<file path="src/rtl/adder_meas_pkg.sv">
// Shared types and defaults for the instrumented-adder measurement sequencer.
package adder_meas_pkg;

    localparam int DEF_WIDTH = 32;
    localparam int DEF_RUN_W = 24;

    typedef enum logic [2:0] {
        IDLE,
        SETTLE,
        RUN,
        DRAIN,
        RESP
    } meas_state_e;

    // Down-counter reload value for a phase lasting n cycles (0 behaves as 1).
    function automatic int unsigned phase_load(int unsigned n);
        return (n == 0) ? 0 : n - 1;
    endfunction

endpackage

</file>
<file path="src/rtl/adder_measure_sequencer_if.sv">
// Command/response handshake bundle between the LA/io decode and the sequencer.
interface adder_measure_sequencer_if #(
    parameter int WIDTH = 32,
    parameter int RUN_W = 24
);
    logic             cmd_valid;
    logic             cmd_ready;
    logic [WIDTH-1:0] cmd_a;
    logic [WIDTH-1:0] cmd_b;
    logic [RUN_W-1:0] cmd_run;
    logic             abort;

    logic             rsp_valid;
    logic             rsp_ready;
    logic [WIDTH-1:0] rsp_count;
    logic [WIDTH-1:0] rsp_sum;
    logic             rsp_aborted;

    modport master (
        output cmd_valid, cmd_a, cmd_b, cmd_run, abort, rsp_ready,
        input  cmd_ready, rsp_valid, rsp_count, rsp_sum, rsp_aborted
    );

    modport slave (
        input  cmd_valid, cmd_a, cmd_b, cmd_run, abort, rsp_ready,
        output cmd_ready, rsp_valid, rsp_count, rsp_sum, rsp_aborted
    );
endinterface

</file>
<file path="src/rtl/meas_down_counter.sv">
// Loadable down-counter shared by all timed phases; done marks the phase's last cycle.
module meas_down_counter #(
    parameter int W = 24
) (
    input  logic         clk,
    input  logic         rst_n,
    input  logic         load,
    input  logic [W-1:0] load_val,
    output logic         done
);
    logic [W-1:0] cnt_q, cnt_d;

    // Parks at zero rather than wrapping so an idle counter reads done.
    always_comb begin
        cnt_d = cnt_q;
        if (load) begin
            cnt_d = load_val;
        end else if (cnt_q != '0) begin
            cnt_d = cnt_q - 1'b1;
        end
    end

    always_ff @(posedge clk or negedge rst_n) begin
        if (!rst_n) begin
            cnt_q <= '0;
        end else begin
            cnt_q <= cnt_d;
        end
    end

    assign done = (cnt_q == '0);

endmodule

</file>
<file path="src/rtl/adder_measure_sequencer.sv">
// Runs one timed ring-oscillator measurement on the instrumented adder per command
// and returns the captured ring count and sum.
module adder_measure_sequencer
    import adder_meas_pkg::*;
#(
    parameter int WIDTH         = DEF_WIDTH,
    parameter int RUN_W         = DEF_RUN_W,
    parameter int SETTLE_CYCLES = 4,
    parameter int DRAIN_CYCLES  = 3
) (
    input  logic                     wb_clk_i,
    input  logic                     rst_n,
    adder_measure_sequencer_if.slave bus,
    output logic [WIDTH-1:0]         adder_a,
    output logic [WIDTH-1:0]         adder_b,
    output logic                     ring_en,
    output logic                     cnt_clear,
    output logic                     cnt_en,
    input  logic [WIDTH-1:0]         ring_count,
    input  logic [WIDTH-1:0]         sum,
    output logic                     busy
);
    localparam logic [RUN_W-1:0] SETTLE_LD = RUN_W'(phase_load(SETTLE_CYCLES));
    localparam logic [RUN_W-1:0] DRAIN_LD  = RUN_W'(phase_load(DRAIN_CYCLES));

    meas_state_e      state_q, state_d;
    logic [WIDTH-1:0] a_q, a_d, b_q, b_d;
    logic [RUN_W-1:0] run_q, run_d;
    logic [WIDTH-1:0] count_q, count_d, sum_q, sum_d;
    logic             clear_q, clear_d;
    logic             aborted_q, aborted_d;

    logic             ld;
    logic [RUN_W-1:0] ld_val;
    logic [RUN_W-1:0] run_ld;
    logic             phase_done;

    meas_down_counter #(.W(RUN_W)) u_phase_cnt (
        .clk      (wb_clk_i),
        .rst_n    (rst_n),
        .load     (ld),
        .load_val (ld_val),
        .done     (phase_done)
    );

    // A zero run length still opens the ring for a single cycle.
    assign run_ld = (run_q == '0) ? '0 : run_q - 1'b1;

    always_comb begin
        state_d   = state_q;
        a_d       = a_q;
        b_d       = b_q;
        run_d     = run_q;
        count_d   = count_q;
        sum_d     = sum_q;
        clear_d   = 1'b0;
        aborted_d = aborted_q;
        ld        = 1'b0;
        ld_val    = '0;
        unique case (state_q)
            IDLE: begin
                if (bus.cmd_valid) begin
                    state_d   = SETTLE;
                    a_d       = bus.cmd_a;
                    b_d       = bus.cmd_b;
                    run_d     = bus.cmd_run;
                    clear_d   = 1'b1;
                    aborted_d = 1'b0;
                    ld        = 1'b1;
                    ld_val    = SETTLE_LD;
                end
            end
            SETTLE: begin
                if (bus.abort) begin
                    state_d   = DRAIN;
                    aborted_d = 1'b1;
                    ld        = 1'b1;
                    ld_val    = DRAIN_LD;
                end else if (phase_done) begin
                    state_d = RUN;
                    ld      = 1'b1;
                    ld_val  = run_ld;
                end
            end
            RUN: begin
                if (bus.abort || phase_done) begin
                    state_d = DRAIN;
                    ld      = 1'b1;
                    ld_val  = DRAIN_LD;
                end
                if (bus.abort) begin
                    aborted_d = 1'b1;
                end
            end
            DRAIN: begin
                // Counter keeps counting here so the synchroniser in the macro can catch up.
                if (bus.abort) begin
                    aborted_d = 1'b1;
                end
                if (phase_done) begin
                    state_d = RESP;
                    count_d = ring_count;
                    sum_d   = sum;
                end
            end
            RESP: begin
                if (bus.rsp_ready) begin
                    state_d = IDLE;
                end
            end
            default: state_d = IDLE;
        endcase
    end

    always_ff @(posedge wb_clk_i or negedge rst_n) begin
        if (!rst_n) begin
            state_q   <= IDLE;
            a_q       <= '0;
            b_q       <= '0;
            run_q     <= '0;
            count_q   <= '0;
            sum_q     <= '0;
            clear_q   <= 1'b0;
            aborted_q <= 1'b0;
        end else begin
            state_q   <= state_d;
            a_q       <= a_d;
            b_q       <= b_d;
            run_q     <= run_d;
            count_q   <= count_d;
            sum_q     <= sum_d;
            clear_q   <= clear_d;
            aborted_q <= aborted_d;
        end
    end

    // Ring and counter enables decode straight from the state flop so reset kills them at once.
    assign ring_en   = (state_q == RUN);
    assign cnt_en    = (state_q == RUN) || (state_q == DRAIN);
    assign cnt_clear = clear_q;
    assign busy      = (state_q != IDLE);
    assign adder_a   = a_q;
    assign adder_b   = b_q;

    assign bus.cmd_ready   = (state_q == IDLE);
    assign bus.rsp_valid   = (state_q == RESP);
    assign bus.rsp_count   = count_q;
    assign bus.rsp_sum     = sum_q;
    assign bus.rsp_aborted = aborted_q;

endmodule

</file>
<file path="src/flat_wrapper.sv">
// flat-port wrapper written by rule: the top's interface ports become plain ports
module adder_measure_sequencer_flat import adder_meas_pkg::*;
#(
    parameter int WIDTH         = DEF_WIDTH,
    parameter int RUN_W         = DEF_RUN_W,
    parameter int SETTLE_CYCLES = 4,
    parameter int DRAIN_CYCLES  = 3
)
  (wb_clk_i, rst_n, adder_a, adder_b, ring_en, cnt_clear, cnt_en, ring_count, sum, busy, bus_cmd_valid, bus_cmd_a, bus_cmd_b, bus_cmd_run, bus_abort, bus_rsp_ready, bus_cmd_ready, bus_rsp_valid, bus_rsp_count, bus_rsp_sum, bus_rsp_aborted);
  adder_measure_sequencer_if #(.WIDTH(WIDTH), .RUN_W(RUN_W)) bus_i ();
  input  logic wb_clk_i;
  input  logic rst_n;
  output logic [WIDTH-1:0] adder_a;
  output logic [WIDTH-1:0] adder_b;
  output logic ring_en;
  output logic cnt_clear;
  output logic cnt_en;
  input  logic [WIDTH-1:0] ring_count;
  input  logic [WIDTH-1:0] sum;
  output logic busy;
  input wire logic [$bits(bus_i.cmd_valid)-1:0] bus_cmd_valid;
  input wire logic [$bits(bus_i.cmd_a)-1:0] bus_cmd_a;
  input wire logic [$bits(bus_i.cmd_b)-1:0] bus_cmd_b;
  input wire logic [$bits(bus_i.cmd_run)-1:0] bus_cmd_run;
  input wire logic [$bits(bus_i.abort)-1:0] bus_abort;
  input wire logic [$bits(bus_i.rsp_ready)-1:0] bus_rsp_ready;
  output wire logic [$bits(bus_i.cmd_ready)-1:0] bus_cmd_ready;
  output wire logic [$bits(bus_i.rsp_valid)-1:0] bus_rsp_valid;
  output wire logic [$bits(bus_i.rsp_count)-1:0] bus_rsp_count;
  output wire logic [$bits(bus_i.rsp_sum)-1:0] bus_rsp_sum;
  output wire logic [$bits(bus_i.rsp_aborted)-1:0] bus_rsp_aborted;
  assign bus_i.cmd_valid = bus_cmd_valid;
  assign bus_i.cmd_a = bus_cmd_a;
  assign bus_i.cmd_b = bus_cmd_b;
  assign bus_i.cmd_run = bus_cmd_run;
  assign bus_i.abort = bus_abort;
  assign bus_i.rsp_ready = bus_rsp_ready;
  assign bus_cmd_ready = bus_i.cmd_ready;
  assign bus_rsp_valid = bus_i.rsp_valid;
  assign bus_rsp_count = bus_i.rsp_count;
  assign bus_rsp_sum = bus_i.rsp_sum;
  assign bus_rsp_aborted = bus_i.rsp_aborted;
  adder_measure_sequencer #(.WIDTH(WIDTH), .RUN_W(RUN_W), .SETTLE_CYCLES(SETTLE_CYCLES), .DRAIN_CYCLES(DRAIN_CYCLES)) u_core (.wb_clk_i(wb_clk_i), .rst_n(rst_n), .bus(bus_i), .adder_a(adder_a), .adder_b(adder_b), .ring_en(ring_en), .cnt_clear(cnt_clear), .cnt_en(cnt_en), .ring_count(ring_count), .sum(sum), .busy(busy));
endmodule
</file>
<file path="config.mk">
export PLATFORM = sky130hd
export DESIGN_NAME = adder_measure_sequencer_flat
export DESIGN_NICKNAME = d
export VERILOG_FILES = /design/src/rtl/adder_meas_pkg.sv /design/src/rtl/adder_measure_sequencer_if.sv /design/src/rtl/meas_down_counter.sv /design/src/rtl/adder_measure_sequencer.sv /design/src/flat_wrapper.sv
export SDC_FILE = /design/constraint.sdc
export NUM_CORES = 1
export LEC_CHECK = 0
export ABC_AREA = 1
export CORE_UTILIZATION = 50
export DETAILED_ROUTE_END_ITERATION = 16
export PLACE_DENSITY = 0.94
export SYNTH_ARGS = -nofsm -noshare
export SYNTH_HDL_FRONTEND = slang
export SYNTH_SLANG_ARGS = --single-unit
</file>
<file path="constraint.sdc">
create_clock -name wb_clk_i -period 4.65 [get_ports wb_clk_i]
set_input_delay 0.465 -clock wb_clk_i [delete_from_list [all_inputs] [get_ports wb_clk_i]]
set_output_delay 0.465 -clock wb_clk_i [all_outputs]
set_load 0.005 [all_outputs]
</file>
==> flow_metrics.tcl, run 1 <==
set metrics [dict create \
    initial_utilization_pct 51.3 \
    endpoint_kind "flop" \
    period_minus_slack_ns 2.56 \
    drt_wl_total_mm 27.2 \
    rsz0062_at_grt "false" \
    leakage_nw 5.94 \
    coreArea_mm2 0.0166 \
    clkTransAtPathRegs_ns 0.08 \
    crit_fanout 65 \
    ctsHoldBuffers 0 \
    cpLargestDelayFamily "simple AND/OR/NAND/NOR gates" \
    syn2layout_area_growth_pct 42.5 \
    cts_inserted_buffers 17 \
    finalClockSkew_ns 0.0143 \
    crit_buf_inv 1 \
    drv_cap 0 \
    synthFlopType "dfrtp_1" \
    grt_util_all_layers_pct 31.9 \
    rr_worst_depth 8 \
    syn_avg_cell_area_um2 8.95 \
    placementRows 47 \
    cellPowerDensity_mw_per_mm2 657 \
    htreeDepth 4 \
    outcome "finished clean" \
    hp-class "primary input to asynchronous set/reset pin" \
    placed_area_mm2 0.0116 \
    clk_latency_ns 0.44 \
    finalSetupTns_ns 0 \
    crit-reg2reg-capture "u_core.bus.rsp_count[17]" \
    drive_gt1_share_pct 9.90 \
    cp_data_arrival_time_ns 2.87 \
    final_nets 1400 \
    timing.rr.start "u_core.u_phase_cnt.cnt_q[0]" \
    whs_ns 0.122 \
    syn-num-nets 1115 \
    dp.final_hpwl_mm 19.8 \
    multi_input_area_mm2 0.00357 \
    slew_viol_final 0 \
    critPathKind "flop to flop" \
    cts-root-buf "clkbuf_16" \
    die_h_um 133 \
    drtIter0Drc 589 \
    diodes 0 \
    synth_edf_count 0 \
    syn-instance-count 954 \
    synth.most_common_cell "nand2_1" \
    slowest_stage "nand2_4" \
    fp.dieArea_mm2 0.0176 \
    drt_pass1_iterations 8 \
    die_x_um 133 \
    overflow 0 \
    rrSetupSlack_ns 2.09 \
    grt_max_degree 101 \
    drt_drc_violations_left 0 \
    finalInstanceArea_mm2 0.0122 \
    fin_cells 1472 \
    ys_warn_count 0 \
    cts_setup_buffers 0 \
    yosysTopAreaCell "dfrtp_1" \
    placed_cells 1440 \
    hold_viol_final 0 \
    fmax_mhz 391 \
    synth_area_leaders "dfrtp_1 53%, nand2_1 16%, mux2_4 8.6%" \
    cpPeakStageDelay_ns 0.63 \
    fillers 1086 \
    setup_viol 0 \
    grt_pass1_vias 8107 \
    yosysUniqueCellTypes 31 \
    num_io_pins 292 \
    grt_antenna_before_repair 0 \
    final-seq-area_mm2 0.00453 \
    gp_congestion 0.939 \
    cts_sinks 181 \
    portBuffers 291 \
    num_vias 7804 \
    wl_per_cell_um 18.5 \
    startpoint "u_core.u_phase_cnt.cnt_q[0]" \
    drtAntennaViolNets 0 \
    clock_path_buffers 2 \
    synth-seq-cells 181 \
    cts_resized 0 \
    seq_area_frac_synth_pct 53.0 \
    async_reset_ff_share_pct 100 \
    tightest_slew_ns 1.15 \
    max_slew_margin_pct 23.4 \
    via_per_inst 5.30 \
    cts_tree "done" \
    worstPathCellList "inv_1 -> ha_1 -> nand2_1 -> nor2_1 -> nand3_1 -> nor2_4 -> nand2_4 -> mux2_4" \
    yosysTopAreaCellShare_pct 53.0 \
    fin_crit_sh_pct 55.0 \
    netlist_area_mm2 0.00854 \
    ir_drop_mv 0.365 \
    synth_common_cells "363 x nand2_1, 181 x dfrtp_1, 85 x nor2_1" \
    start_kind "flop" \
    crit_required_ns 4.97 \
    grt_pass1_wl_mm 42.9 \
]
==> flip-flops by register name, indices dropped and copies added (netlist names) <==
signal and cells:
u_core.run_q 24, u_core.adder_a 32, u_core.adder_b 32, u_core.bus.rsp_sum 32, u_core.u_phase_cnt.cnt_q 24, u_core.state_q 3
u_core.bus.rsp_aborted 1, u_core.bus.rsp_count 32, u_core.cnt_clear 1
==> per-stage QoR <==
step | setup slack [ns] | utilization [%] | power, W
after floorplan | 2.82 | - | 0.00458
after global placement | 2.01 | 69.7 | 0.00633
after detailed placement | 1.94 | 69.7 | 0.00651
after CTS | 2.12 | 73.1 | 0.00797
after global routing | 1.90 | 73.1 | 0.00845
final | 2.09 | 73.1 | 0.00800
==> worst max path at each step <==
| stage | end | slack [ns] | cells after the start |
|---|---|---|---|
| 6_report | u_core.bus.rsp_count[17] | 2.09 | 8 |
| 3_5_place_dp | u_core.u_phase_cnt.cnt_q[1] | 1.94 | 7 |
| 2_1_floorplan | u_core.bus.rsp_count[0] | 2.82 | 10 |
| 3_3_place_gp | u_core.u_phase_cnt.cnt_q[1] | 2.01 | 7 |
| 5_1_grt | u_core.bus.rsp_count[17] | 1.90 | 8 |
| 4_1_cts | u_core.bus.rsp_sum[17] | 2.12 | 8 |
==> cell type report <==
type	count	area share (%)
well taps	220	2.26
flip-flops and latches	181	37.2
repair buffers	295	24.2
clock buffers	17	3.50
multi-input cells	668	29.3
inverters	76	2.34
clock inverters	15	1.18
==> cells in the final DEF, fill, tap and decap left out, drive strengths merged <==
cell type / synthesis / routed
ha: 4 / 4
nand3b: 3 / 3
o211ai: 6 / 6
nand2: 368 / 368
a32o: 1 / 1
a211oi: 1 / 1
o21ai: 32 / 32
xnor2: 6 / 6
or2: 3 / 3
clkinv: 0 / 7
a21oi: 15 / 15
nor2: 92 / 92
nand3: 44 / 44
inv: 76 / 82
and2: 1 / 1
nand4: 5 / 5
xor2: 19 / 19
dfrtp: 181 / 181
mux2: 64 / 64
clkinvlp: 0 / 2
nor3b: 1 / 1
clkdlybuf4s50: 0 / 290
nor3: 3 / 3
clkbuf: 11 / 17
buf: 18 / 5
==> where the power goes <==
part,leakage [nW],switching [W],internal (W)
sequential,2.22,0.000558,0.00231
clock,0.275,0.000695,0.000709
combinational,3.44,0.00177,0.00197
==> cell families after synthesis <==
kind of cell               after synthesis  synth area share (%)
adders and majority gates                4                 0.586
DFF                                    181                  53.0
xor gates and xnor gates                25                  2.56
muxes                                   64                  10.6
buffers and inverters                  105                  5.24
AOI/OAI and AO/OA                       55                  3.53
and+or+nand+nor                        520                  24.5
==> layer usage <==
layer / vias up / part of all wire (%) / global-route usage, %
li1: 3555 / - / -
met1: 3697 / 37 / 35.4
met2: 449 / 50 / 55.3
met3: 103 / 7.6 / 8.47
met4: 0 / 5.7 / 18.5
met5: - / 0 / 0
Note: power is estimated with default switching activity, not from simulation.
==> inputs of run 2 (changes only) <==
- CORE_UTILIZATION: 50 -> 42
- PLACE_DENSITY: 0.94 -> 0.85
- clock period: 4.65 -> 2.3 ns (I/O delays scaled with it)
==> run 2 against run 1 <==
- largest power group unchanged
- wire length down 9.0%
- die area up 19%
- first-iteration DRC count down 42%
- cell area up 2.0%
- non-clock buffer count up 11
- clock skew up 0.0057 ns
- global-route usage down 7.7 points
- largest cell class unchanged
- total power up 100%
- sequential power up 100%
==> flow_metrics.tcl, run 2 (synthesis gave the netlist of run 1 again) <==
set metrics [dict create \
    grt_pass1_vias 7445 \
    crit_fanout 5 \
    cp_data_arrival_time_ns 1.90 \
    cts_sinks 181 \
    hp-class "primary input to flop" \
    tightest_slew_ns 0.634 \
    clock_path_buffers 2 \
    layout_common_cells "363 x nand2_1, 290 x clkdlybuf4s50_1, 181 x dfrtp_1" \
    finalSetupTns_ns 0 \
    num_vias 7455 \
    cts_inserted_buffers 17 \
    final_core_util_pct 63.0 \
    coreArea_mm2 0.0197 \
    wl_per_cell_um 16.2 \
    drt_drc_violations_left 0 \
    ir_drop_mv 0.677 \
    cts_tree "done" \
    drive_gt1_share_pct 10.5 \
    drtIter0Drc 342 \
    slew_viol_final 0 \
    syn2layout_area_growth_pct 45.3 \
    slowest_stage "clkdlybuf4s50_1" \
    diodes 0 \
    htreeDepth 4 \
    worstHoldStart "bus_cmd_b[18]" \
    num_io_pins 292 \
    timing.rr.start "u_core.u_phase_cnt.cnt_q[0]" \
    overflow 0 \
    fin_crit_sh_pct 92.7 \
    fmax_mhz 469 \
    rsz0062_at_grt "false" \
    cpLargestDelayFamily "buffers and inverters" \
    leakage_nw 6.03 \
    cts-root-buf "clkbuf_16" \
    placementRows 51 \
    cpPeakStageDelay_ns 0.63 \
    start_kind "flop" \
    die_x_um 145 \
    grt_util_all_layers_pct 24.2 \
    fp.dieArea_mm2 0.0209 \
    via_per_inst 4.88 \
    cts_setup_buffers 0 \
    crit_buf_inv 2 \
    crit_required_ns 2.07 \
    portBuffers 291 \
    drtAntennaViolNets 0 \
    outcome "finished clean" \
    max_slew_margin_pct 57.7 \
    worstPathCellList "nor2_1 -> inv_2 -> nor2_2 -> clkdlybuf4s50_1" \
    critPathKind "flop to output port" \
    clk_latency_ns 0.44 \
    finalClockSkew_ns 0.0201 \
    drt_pass1_iterations 6 \
    initial_utilization_pct 43.3 \
    grt_max_degree 109 \
    period_minus_slack_ns 2.13 \
    setup_viol 0 \
    hold_viol_final 0 \
    cellPowerDensity_mw_per_mm2 1300 \
    final_common_cell "nand2_1" \
    final_nets 1411 \
    die_h_um 145 \
    grt_antenna_before_repair 0 \
    gp_congestion 0.942 \
    dp.final_hpwl_mm 18.5 \
    drt_wl_total_mm 24.8 \
    startpoint "u_core.state_q[0]" \
    endpoint_kind "output port" \
    grt_pass1_wl_mm 38.5 \
    drv_cap 0 \
    clkTransAtPathRegs_ns 0.08 \
]
[run 2: final timing paths]
path	end	depth (start not counted)	slack (ns)
min	u_core.adder_b[18]	3	0.31
max	bus_cmd_ready	4	0.17
min in group asynchronous	u_core.bus.rsp_sum[4]	2	0.35
min reg2reg	u_core.adder_a[8]	2	0.48
max in group asynchronous	u_core.adder_b[21]	3	1.16
max reg2reg	u_core.bus.rsp_count[21]	9	0.22
[run 2: final cells by class]
| class | count | area (um2) |
|---|---|---|
| Tap cell | 265 | 332 |
| Fill cell | 1543 | 7300 |
| Inverter | 76 | 287 |
| Clock inverter | 14 | 160 |
| Multi-Input combinational cell | 668 | 3580 |
| Timing Repair Buffer | 306 | 3100 |
| Clock buffer | 17 | 425 |
| Sequential cell | 181 | 4530 |
[run 2: layer usage]
layer  GRT usage [%]  part of all wire, %  wire length (um)  up-vias
li1                -                    -                 -     3580
met1            29.3                   40              9970     3581
met2            41.1                   51             12600      260
met3            6.89                  6.7              1650       34
met4            8.20                  2.1               516        0
met5               0                    0                 0        -
[run 2: through the flow]
step	area (um2)	hold slack, ns	total power (W)	instances	setup slack, ns
after floorplan	8540	-0.0656	0.00925	954	0.469
after global placement	11800	0.279	0.0129	1495	0.283
after detailed placement	11800	0.274	0.0131	1495	0.236
after CTS	12400	0.303	0.0161	1527	0.146
after global routing	12400	0.315	0.0172	1527	0.0127
final	12400	0.312	0.0161	1527	0.169
[run 2: repair_timing]
| action | 4_1_cts | 5_1_grt |
|---|---|---|
| hold buffers | 1 | 0 |
| resized for setup | 0 | 1 |
| hold endpoints to repair | 62 | 0 |
| setup endpoints to repair | 0 | 1 |
[run 2: power by group]
part / internal [W] / total (W) / switching, W / leakage, nW
Clock: 0.00146 / 0.00290 / 0.00145 / 0.286
Combinational: 0.00404 / 0.00746 / 0.00342 / 3.53
Sequential: 0.00466 / 0.00572 / 0.00106 / 2.22
Total: 0.0102 / 0.0161 / 0.00592 / 6.03
[run 2: worst register-to-register path, delay by kind of cell, from the launching register on]
kind	cells	cell delay [ns]
AND/OR/NAND/NOR	5	0.66
flip-flops	1	0.38
buffers and inverters	2	0.38
multiplexers	1	0.33
adder cells (fa/ha/maj)	1	0.21
==> inputs of run 3 (changes only) <==
- HOLD_SLACK_MARGIN: unset -> 0.06
==> results of run 3 <==
Final layout, timing and power as in run 2 (identical DEF).
